## src/rtl/mem_request_arbiter_if.sv

```systemverilog
// Bundle between the two requesters, the arbiter and the memory controller.
// Requester side: req/type/addr/wdata per port in, done/err per port and
// shared rdata out. Controller side: mem_request/type/address/write out,
// mem_data_in/mem_ready/mem_write_complete in. Status: grant, busy.
// slave  : arbiter view.
// master : environment view (requesters + controller).
interface mem_request_arbiter_if;
  logic        req0, req1;
  logic        type0, type1;
  logic [15:0] addr0, addr1;
  logic [15:0] wdata0, wdata1;
  logic        done0, done1;
  logic        err0, err1;
  logic [15:0] rdata;
  logic        mem_request;
  logic        mem_request_type;
  logic [15:0] mem_request_address;
  logic [15:0] mem_write;
  logic [15:0] mem_data_in;
  logic        mem_ready;
  logic        mem_write_complete;
  logic        grant;
  logic        busy;

  modport slave (
    input  req0, req1, type0, type1, addr0, addr1, wdata0, wdata1,
    input  mem_data_in, mem_ready, mem_write_complete,
    output done0, done1, err0, err1, rdata,
    output mem_request, mem_request_type, mem_request_address, mem_write,
    output grant, busy
  );

  modport master (
    output req0, req1, type0, type1, addr0, addr1, wdata0, wdata1,
    output mem_data_in, mem_ready, mem_write_complete,
    input  done0, done1, err0, err1, rdata,
    input  mem_request, mem_request_type, mem_request_address, mem_write,
    input  grant, busy
  );
endinterface

```

## src/rtl/mem_request_arbiter.sv

```systemverilog
// Two-port round-robin arbiter in front of a single-port memory controller.
// Port 0 is the CPU, port 1 the UART bootloader/DMA engine. One transaction
// runs at a time: the winner's type/address/data are registered, the
// controller request is held until completion (or timeout abort), then a
// one-cycle done (plus err on timeout) is returned to the winner.
// Ports:
//   clk  - system clock, rising edge
//   rst  - asynchronous active-high reset
//   bus  - mem_request_arbiter_if.slave (requesters, controller, status)
// All outputs are registered.
module mem_request_arbiter #(
  parameter int unsigned TIMEOUT = 4095,
  parameter int unsigned TW      = 12
) (
  input  logic                    clk,
  input  logic                    rst,
  mem_request_arbiter_if.slave    bus
);

  typedef enum logic [1:0] {
    S_IDLE,
    S_BUSY,
    S_RESP
  } state_t;

  state_t      state_q, state_d;
  logic        mreq_q, mreq_d;
  logic        type_q, type_d;
  logic [15:0] addr_q, addr_d;
  logic [15:0] wdata_q, wdata_d;
  logic [15:0] rdata_q, rdata_d;
  logic [1:0]  done_q, done_d;
  logic [1:0]  err_q, err_d;
  logic        grant_q, grant_d;
  logic        busy_q, busy_d;
  logic [TW-1:0] cnt_q, cnt_d;

  logic win;
  logic complete;

  always_comb begin
    state_d  = state_q;
    mreq_d   = mreq_q;
    type_d   = type_q;
    addr_d   = addr_q;
    wdata_d  = wdata_q;
    rdata_d  = rdata_q;
    done_d   = '0;
    err_d    = '0;
    grant_d  = grant_q;
    cnt_d    = cnt_q;

    // On a tie the port that did not win last time goes next.
    win      = (bus.req0 && bus.req1) ? ~grant_q : bus.req1;
    // Only the pulse matching the transaction type counts.
    complete = type_q ? bus.mem_write_complete : bus.mem_ready;

    case (state_q)
      S_IDLE: begin
        if (bus.req0 || bus.req1) begin
          grant_d = win;
          type_d  = win ? bus.type1  : bus.type0;
          addr_d  = win ? bus.addr1  : bus.addr0;
          wdata_d = win ? bus.wdata1 : bus.wdata0;
          mreq_d  = 1'b1;
          cnt_d   = '0;
          state_d = S_BUSY;
        end
      end
      S_BUSY: begin
        // Completion has priority over a timeout in the same cycle.
        if (complete) begin
          if (!type_q) rdata_d = bus.mem_data_in;
          done_d[grant_q] = 1'b1;
          mreq_d  = 1'b0;
          state_d = S_RESP;
        end else if (cnt_q == TW'(TIMEOUT)) begin
          done_d[grant_q] = 1'b1;
          err_d[grant_q]  = 1'b1;
          mreq_d  = 1'b0;
          state_d = S_RESP;
        end else begin
          cnt_d = cnt_q + TW'(1);
        end
      end
      S_RESP: begin
        state_d = S_IDLE;
      end
      default: begin
        state_d = S_IDLE;
        mreq_d  = 1'b0;
      end
    endcase

    busy_d = (state_d != S_IDLE);
  end

  always_ff @(posedge clk or posedge rst) begin
    if (rst) begin
      state_q <= S_IDLE;
      mreq_q  <= 1'b0;
      type_q  <= 1'b0;
      addr_q  <= '0;
      wdata_q <= '0;
      rdata_q <= '0;
      done_q  <= '0;
      err_q   <= '0;
      grant_q <= 1'b1;
      busy_q  <= 1'b0;
      cnt_q   <= '0;
    end else begin
      state_q <= state_d;
      mreq_q  <= mreq_d;
      type_q  <= type_d;
      addr_q  <= addr_d;
      wdata_q <= wdata_d;
      rdata_q <= rdata_d;
      done_q  <= done_d;
      err_q   <= err_d;
      grant_q <= grant_d;
      busy_q  <= busy_d;
      cnt_q   <= cnt_d;
    end
  end

  assign bus.mem_request         = mreq_q;
  assign bus.mem_request_type    = type_q;
  assign bus.mem_request_address = addr_q;
  assign bus.mem_write           = wdata_q;
  assign bus.rdata               = rdata_q;
  assign bus.done0               = done_q[0];
  assign bus.done1               = done_q[1];
  assign bus.err0                = err_q[0];
  assign bus.err1                = err_q[1];
  assign bus.grant               = grant_q;
  assign bus.busy                = busy_q;

endmodule

```

## src/flat_wrapper.sv

```systemverilog
// flat-port wrapper written by rule: the top's interface ports become plain ports
module mem_request_arbiter_flat 
#(
  parameter int unsigned TIMEOUT = 4095,
  parameter int unsigned TW      = 12
)
  (clk, rst, bus_req0, bus_req1, bus_type0, bus_type1, bus_addr0, bus_addr1, bus_wdata0, bus_wdata1, bus_mem_data_in, bus_mem_ready, bus_mem_write_complete, bus_done0, bus_done1, bus_err0, bus_err1, bus_rdata, bus_mem_request, bus_mem_request_type, bus_mem_request_address, bus_mem_write, bus_grant, bus_busy);
  mem_request_arbiter_if bus_i ();
  input  logic clk;
  input  logic rst;
  input wire logic [$bits(bus_i.req0)-1:0] bus_req0;
  input wire logic [$bits(bus_i.req1)-1:0] bus_req1;
  input wire logic [$bits(bus_i.type0)-1:0] bus_type0;
  input wire logic [$bits(bus_i.type1)-1:0] bus_type1;
  input wire logic [$bits(bus_i.addr0)-1:0] bus_addr0;
  input wire logic [$bits(bus_i.addr1)-1:0] bus_addr1;
  input wire logic [$bits(bus_i.wdata0)-1:0] bus_wdata0;
  input wire logic [$bits(bus_i.wdata1)-1:0] bus_wdata1;
  input wire logic [$bits(bus_i.mem_data_in)-1:0] bus_mem_data_in;
  input wire logic [$bits(bus_i.mem_ready)-1:0] bus_mem_ready;
  input wire logic [$bits(bus_i.mem_write_complete)-1:0] bus_mem_write_complete;
  output wire logic [$bits(bus_i.done0)-1:0] bus_done0;
  output wire logic [$bits(bus_i.done1)-1:0] bus_done1;
  output wire logic [$bits(bus_i.err0)-1:0] bus_err0;
  output wire logic [$bits(bus_i.err1)-1:0] bus_err1;
  output wire logic [$bits(bus_i.rdata)-1:0] bus_rdata;
  output wire logic [$bits(bus_i.mem_request)-1:0] bus_mem_request;
  output wire logic [$bits(bus_i.mem_request_type)-1:0] bus_mem_request_type;
  output wire logic [$bits(bus_i.mem_request_address)-1:0] bus_mem_request_address;
  output wire logic [$bits(bus_i.mem_write)-1:0] bus_mem_write;
  output wire logic [$bits(bus_i.grant)-1:0] bus_grant;
  output wire logic [$bits(bus_i.busy)-1:0] bus_busy;
  assign bus_i.req0 = bus_req0;
  assign bus_i.req1 = bus_req1;
  assign bus_i.type0 = bus_type0;
  assign bus_i.type1 = bus_type1;
  assign bus_i.addr0 = bus_addr0;
  assign bus_i.addr1 = bus_addr1;
  assign bus_i.wdata0 = bus_wdata0;
  assign bus_i.wdata1 = bus_wdata1;
  assign bus_i.mem_data_in = bus_mem_data_in;
  assign bus_i.mem_ready = bus_mem_ready;
  assign bus_i.mem_write_complete = bus_mem_write_complete;
  assign bus_done0 = bus_i.done0;
  assign bus_done1 = bus_i.done1;
  assign bus_err0 = bus_i.err0;
  assign bus_err1 = bus_i.err1;
  assign bus_rdata = bus_i.rdata;
  assign bus_mem_request = bus_i.mem_request;
  assign bus_mem_request_type = bus_i.mem_request_type;
  assign bus_mem_request_address = bus_i.mem_request_address;
  assign bus_mem_write = bus_i.mem_write;
  assign bus_grant = bus_i.grant;
  assign bus_busy = bus_i.busy;
  mem_request_arbiter #(.TIMEOUT(TIMEOUT), .TW(TW)) u_core (.clk(clk), .rst(rst), .bus(bus_i));
endmodule
```

## config.mk

```make
export PLATFORM = sky130hd
export DESIGN_NAME = mem_request_arbiter_flat
export DESIGN_NICKNAME = d
export VERILOG_FILES = /design/src/rtl/mem_request_arbiter_if.sv /design/src/rtl/mem_request_arbiter.sv /design/src/flat_wrapper.sv
export SDC_FILE = /design/constraint.sdc
export NUM_CORES = 1
export LEC_CHECK = 0
export ABC_AREA = 1
export CAP_MARGIN = 20
export CORE_ASPECT_RATIO = 1.4
export CORE_MARGIN = 8
export CORE_UTILIZATION = 42
export CTS_CLUSTER_DIAMETER = 80
export DETAILED_ROUTE_END_ITERATION = 16
export PLACE_DENSITY = 0.91
export SETUP_SLACK_MARGIN = 0.4
export SLEW_MARGIN = 40
export SYNTH_ARGS = -nofsm -noshare
export SYNTH_HDL_FRONTEND = slang
export SYNTH_SLANG_ARGS = --single-unit
```

## constraint.sdc

```tcl
create_clock -name clk -period 2.4 [get_ports clk]
set_input_delay 0.48 -clock clk [delete_from_list [all_inputs] [get_ports clk]]
set_output_delay 0.48 -clock clk [all_outputs]
set_load 0.05 [all_outputs]
```

==> flow_summary_export.csv <==
group,metric,value,unit
cts,cts_made_buffers,9,
die,start_util,42.47,%
setup_path,crit_path_top_delay_cell,"clkdlybuf4s50_1",
worst_hold_path,hp-start,"u_core.bus.mem_request",
cts,path_clk_slew,0.08,ns
placed_design,place.gp.congestion,0.8131,
sta,fin_crit_sh,81.54,%
final_layout,syn_to_final_growth,51.90,%
yosys,synth_top_area_share,53.45,%
final_layout,num-fill-cells,637,
sta,hold_viol,0,
sta,whs,0.4855,ns
yosys,synthFlopType,"dfrtp_1",
setup_path,critPathKind,"reg -> out",
run,drv_cap,0,
drt,drtIter0Drc,236,
sta,finalClockSkew,0.006066,ns
sta,maxSlewHeadroom,64.80,%
die,die_area,0.01079,mm^2
worst_hold_path,whs_path_depth,2,
sta,setup_viol,0,
setup_path,cp.arrival,1.48,ns
yosys,synth_top_cell_by_area,"dfrtp_1",
drt,drc,0,
yosys,syn-num-nets,450,
yosys,synth.distinct_cells,31,
cts,clk_latency,0.35,ns
setup_path,slowest_delay,0.80,ns
cts,root_buffer,"clkbuf_8",
sta,setup_slack,0.4431,ns
setup_path,cp_max_fo,1,
die,row_count,38,
setup_path,crit_buf_inv,1,
setup_path,rr_endpoint,"u_core.bus.mem_request_address[3]",
cts,cts_max_path_buffers,2,
yosys,synth_warnings,0,
die,core,0.007607,mm^2
worst_hold_path,hold_class,"reg -> reg",
yosys,yosysMostFrequentCell,"nand2_1",
drt,vias,3097,
drt,drt-pass1-iter-count,5,
setup_path,cp_cell_sequence,"clkdlybuf4s50_1",
yosys,synth_area_leaders,"dfrtp_1 53%, nand2_1 9.2%, o21ai_0 7.0%",
sta,fin_crit,1.957,ns
grt,grt_overflow_total,0,
cts,hold_buffers,0,
drt,vias_per_cell,5.085,
sta,rsz0062_at_grt,"no",
die,ios,144,
grt,grt_first_pass_wirelength,15850,um
setup_path,cp.required,1.92,ns
power_and_ir_drop,leakagePower,2.288,nW
worst_hold_path,holdPathEnd,"u_core.bus.mem_request",
yosys,synth-seq-area-share,54.26,%
yosys,synth_cells,361,
power_and_ir_drop,p_per_area,1349,mW/mm^2
yosys,syn_area,0.003231,mm^2
outcome,outcome,"completed",
setup_path,endpoint_kind,"output port",
drt,wl,9726,um
yosys,synth_edf_count,0,
placed_design,dp_hpwl,7271,um
sta,timing.setup.tns,0,ns
cts,cts_max_level,3,
final_layout,n_antenna_cell,0,
grt,grt_max_degree,49,
yosys,syn_avg_cell_area,8.949,um^2
cts,cts_sinks,70,
setup_path,cpLargestDelayFamily,"buffers and inverters",
grt,antenna_found_initial,0,
yosys,synthArstFlopShare,100.0,%
final_layout,seq_area,0.001753,mm^2
yosys,synth_commonest_cells,"79 x nand2_1, 69 x dfrtp_1, 50 x nor2_1, 45 x o21ai_0, 23 x o21ai_1",
setup_path,reg2reg_depth,5,
cts,cts_tree,"yes",
drt,wl_per_cell,15.97,um
sta,fmax,511.0,MHz
sta,tightest_slew,0.5272,ns
setup_path,r2r_slack,0.67,ns
placed_design,pre_cts_ws,0.2803,ns
setup_path,rr_startpoint,"u_core.bus.grant",
grt,track_usage,17.87,%
setup_path,start_kind,"register",
final_layout,multi_input_area,0.001331,mm^2
setup_path,path_depth,1,
cts,cts_resized,43,
grt,grt_pass1_vias,3236,
yosys,synth_seq_cells,70,
placed_design,io_buffers,143,
final_layout,finalNetCount,593,
final_layout,utilization,64.51,%
final_layout,drive_gt1_share,12.38,%
die,die_w,90.12,um
power_and_ir_drop,peakVddDrop,820.5,uV
sta,maxSlewViolCount,0,
drt,final_antenna_net_count,0,
die,die_h,119.8,um
cts,postCtsSetupBuffers,0,
-- tightest hold or removal path: stages (launching register included) --
cell     delay (ns)
dfrtp_1        0.35
nand2_1        0.06
nand2_1        0.05
-- cells by family (layout without fill, tap and decap cells) --
group	count (synthesis)	in the layout	synth area share (%)
AOI/OAI and AO/OA	78	78	13.25
xor gates and xnor gates	3	3	0.8135
adders and majority gates	1	1	0.3872
buffers and inverters	32	180	4.531
DFF	70	70	54.26
muxes	16	16	5.577
and+or+nand+nor	161	161	21.18
-- layout by cell type (no fill, tap or decap), types with 2 or more instances in the layout --
master,n
nand4_1,4
nor2_2,2
dlymetal6s2s_1,11
o21ai_2,8
nor3_1,2
nand2_1,79
o21ai_0,45
nand2_2,4
inv_6,2
buf_4,4
o21ai_1,23
mux2_1,2
clkbuf_8,10
nor2_4,2
dfrtp_1,69
mux2_2,14
clkinvlp_4,4
inv_2,4
nor2_1,50
clkdlybuf4s50_1,89
xor2_1,2
inv_1,11
dlygate4sd2_1,42
nand3_1,14
-- layer usage --
layer	vias up	track usage (%)	share of wire (%)
met1	1465	19.34	37
met5	-	0	0
met2	136	31.58	53
met4	0	7.524	2.6
li1	1475	-	-
met3	21	5.563	6.7
-- report_power, final --
group / switching, mW / leakage (nW) / internal, mW
sequential: 0.280 / 0.868 / 1.68
combinational: 2.71 / 1.33 / 1.06
clock: 0.478 / 0.0853 / 0.408
total: 3.47 / 2.29 / 3.15
-- final cells by class --
| class | count | share of cell area [%] |
|---|---|---|
| multi-input cells | 259 | 27.13 |
| inverters | 16 | 1.300 |
| clock inverters | 6 | 0.9179 |
| well taps | 100 | 2.550 |
| repair buffers | 148 | 29.58 |
| clock buffers | 10 | 2.805 |
| flip-flops and latches | 70 | 35.72 |
-- registers in the layout, summed over array words and instances, names as in the netlist --
register,count
u_core.bus.mem_request,1
u_core.bus.rdata,16
u_core.bus.mem_write,16
u_core.err_q,2
u_core.state_q,2
u_core.done_q,2
u_core.bus.busy,1
u_core.cnt_q,12
u_core.bus.mem_request_type,1
u_core.bus.grant,1
u_core.bus.mem_request_address,16
-- how the worst max path moves through the flow --
stage                                start                                end  slack, ns
2_1_floorplan  u_core.bus.mem_request_type                    u_core.cnt_q[8]       0.85
5_1_grt                    u_core.err_q[1]                           bus_err1       0.40
3_5_place_dp                      bus_req0  u_core.bus.mem_request_address[3]       0.28
3_3_place_gp                      bus_req1                   u_core.cnt_q[11]       0.42
4_1_cts            u_core.bus.mem_write[5]                   bus_mem_write[5]       0.40
6_report                  u_core.done_q[1]                          bus_done1       0.44
-- through the flow --
stage | std cells | cell area, um^2 | total power [mW]
CTS | 609 | 4883 | 6.674
global route | 609 | 4907 | 6.981
finish | 609 | 4907 | 6.619
detailed placement | 593 | 4755 | 6.050
floorplan | 361 | 3234 | 4.653
global placement | 593 | 4755 | 5.929
No activity file was read; power rests on OpenSTA's default activity.
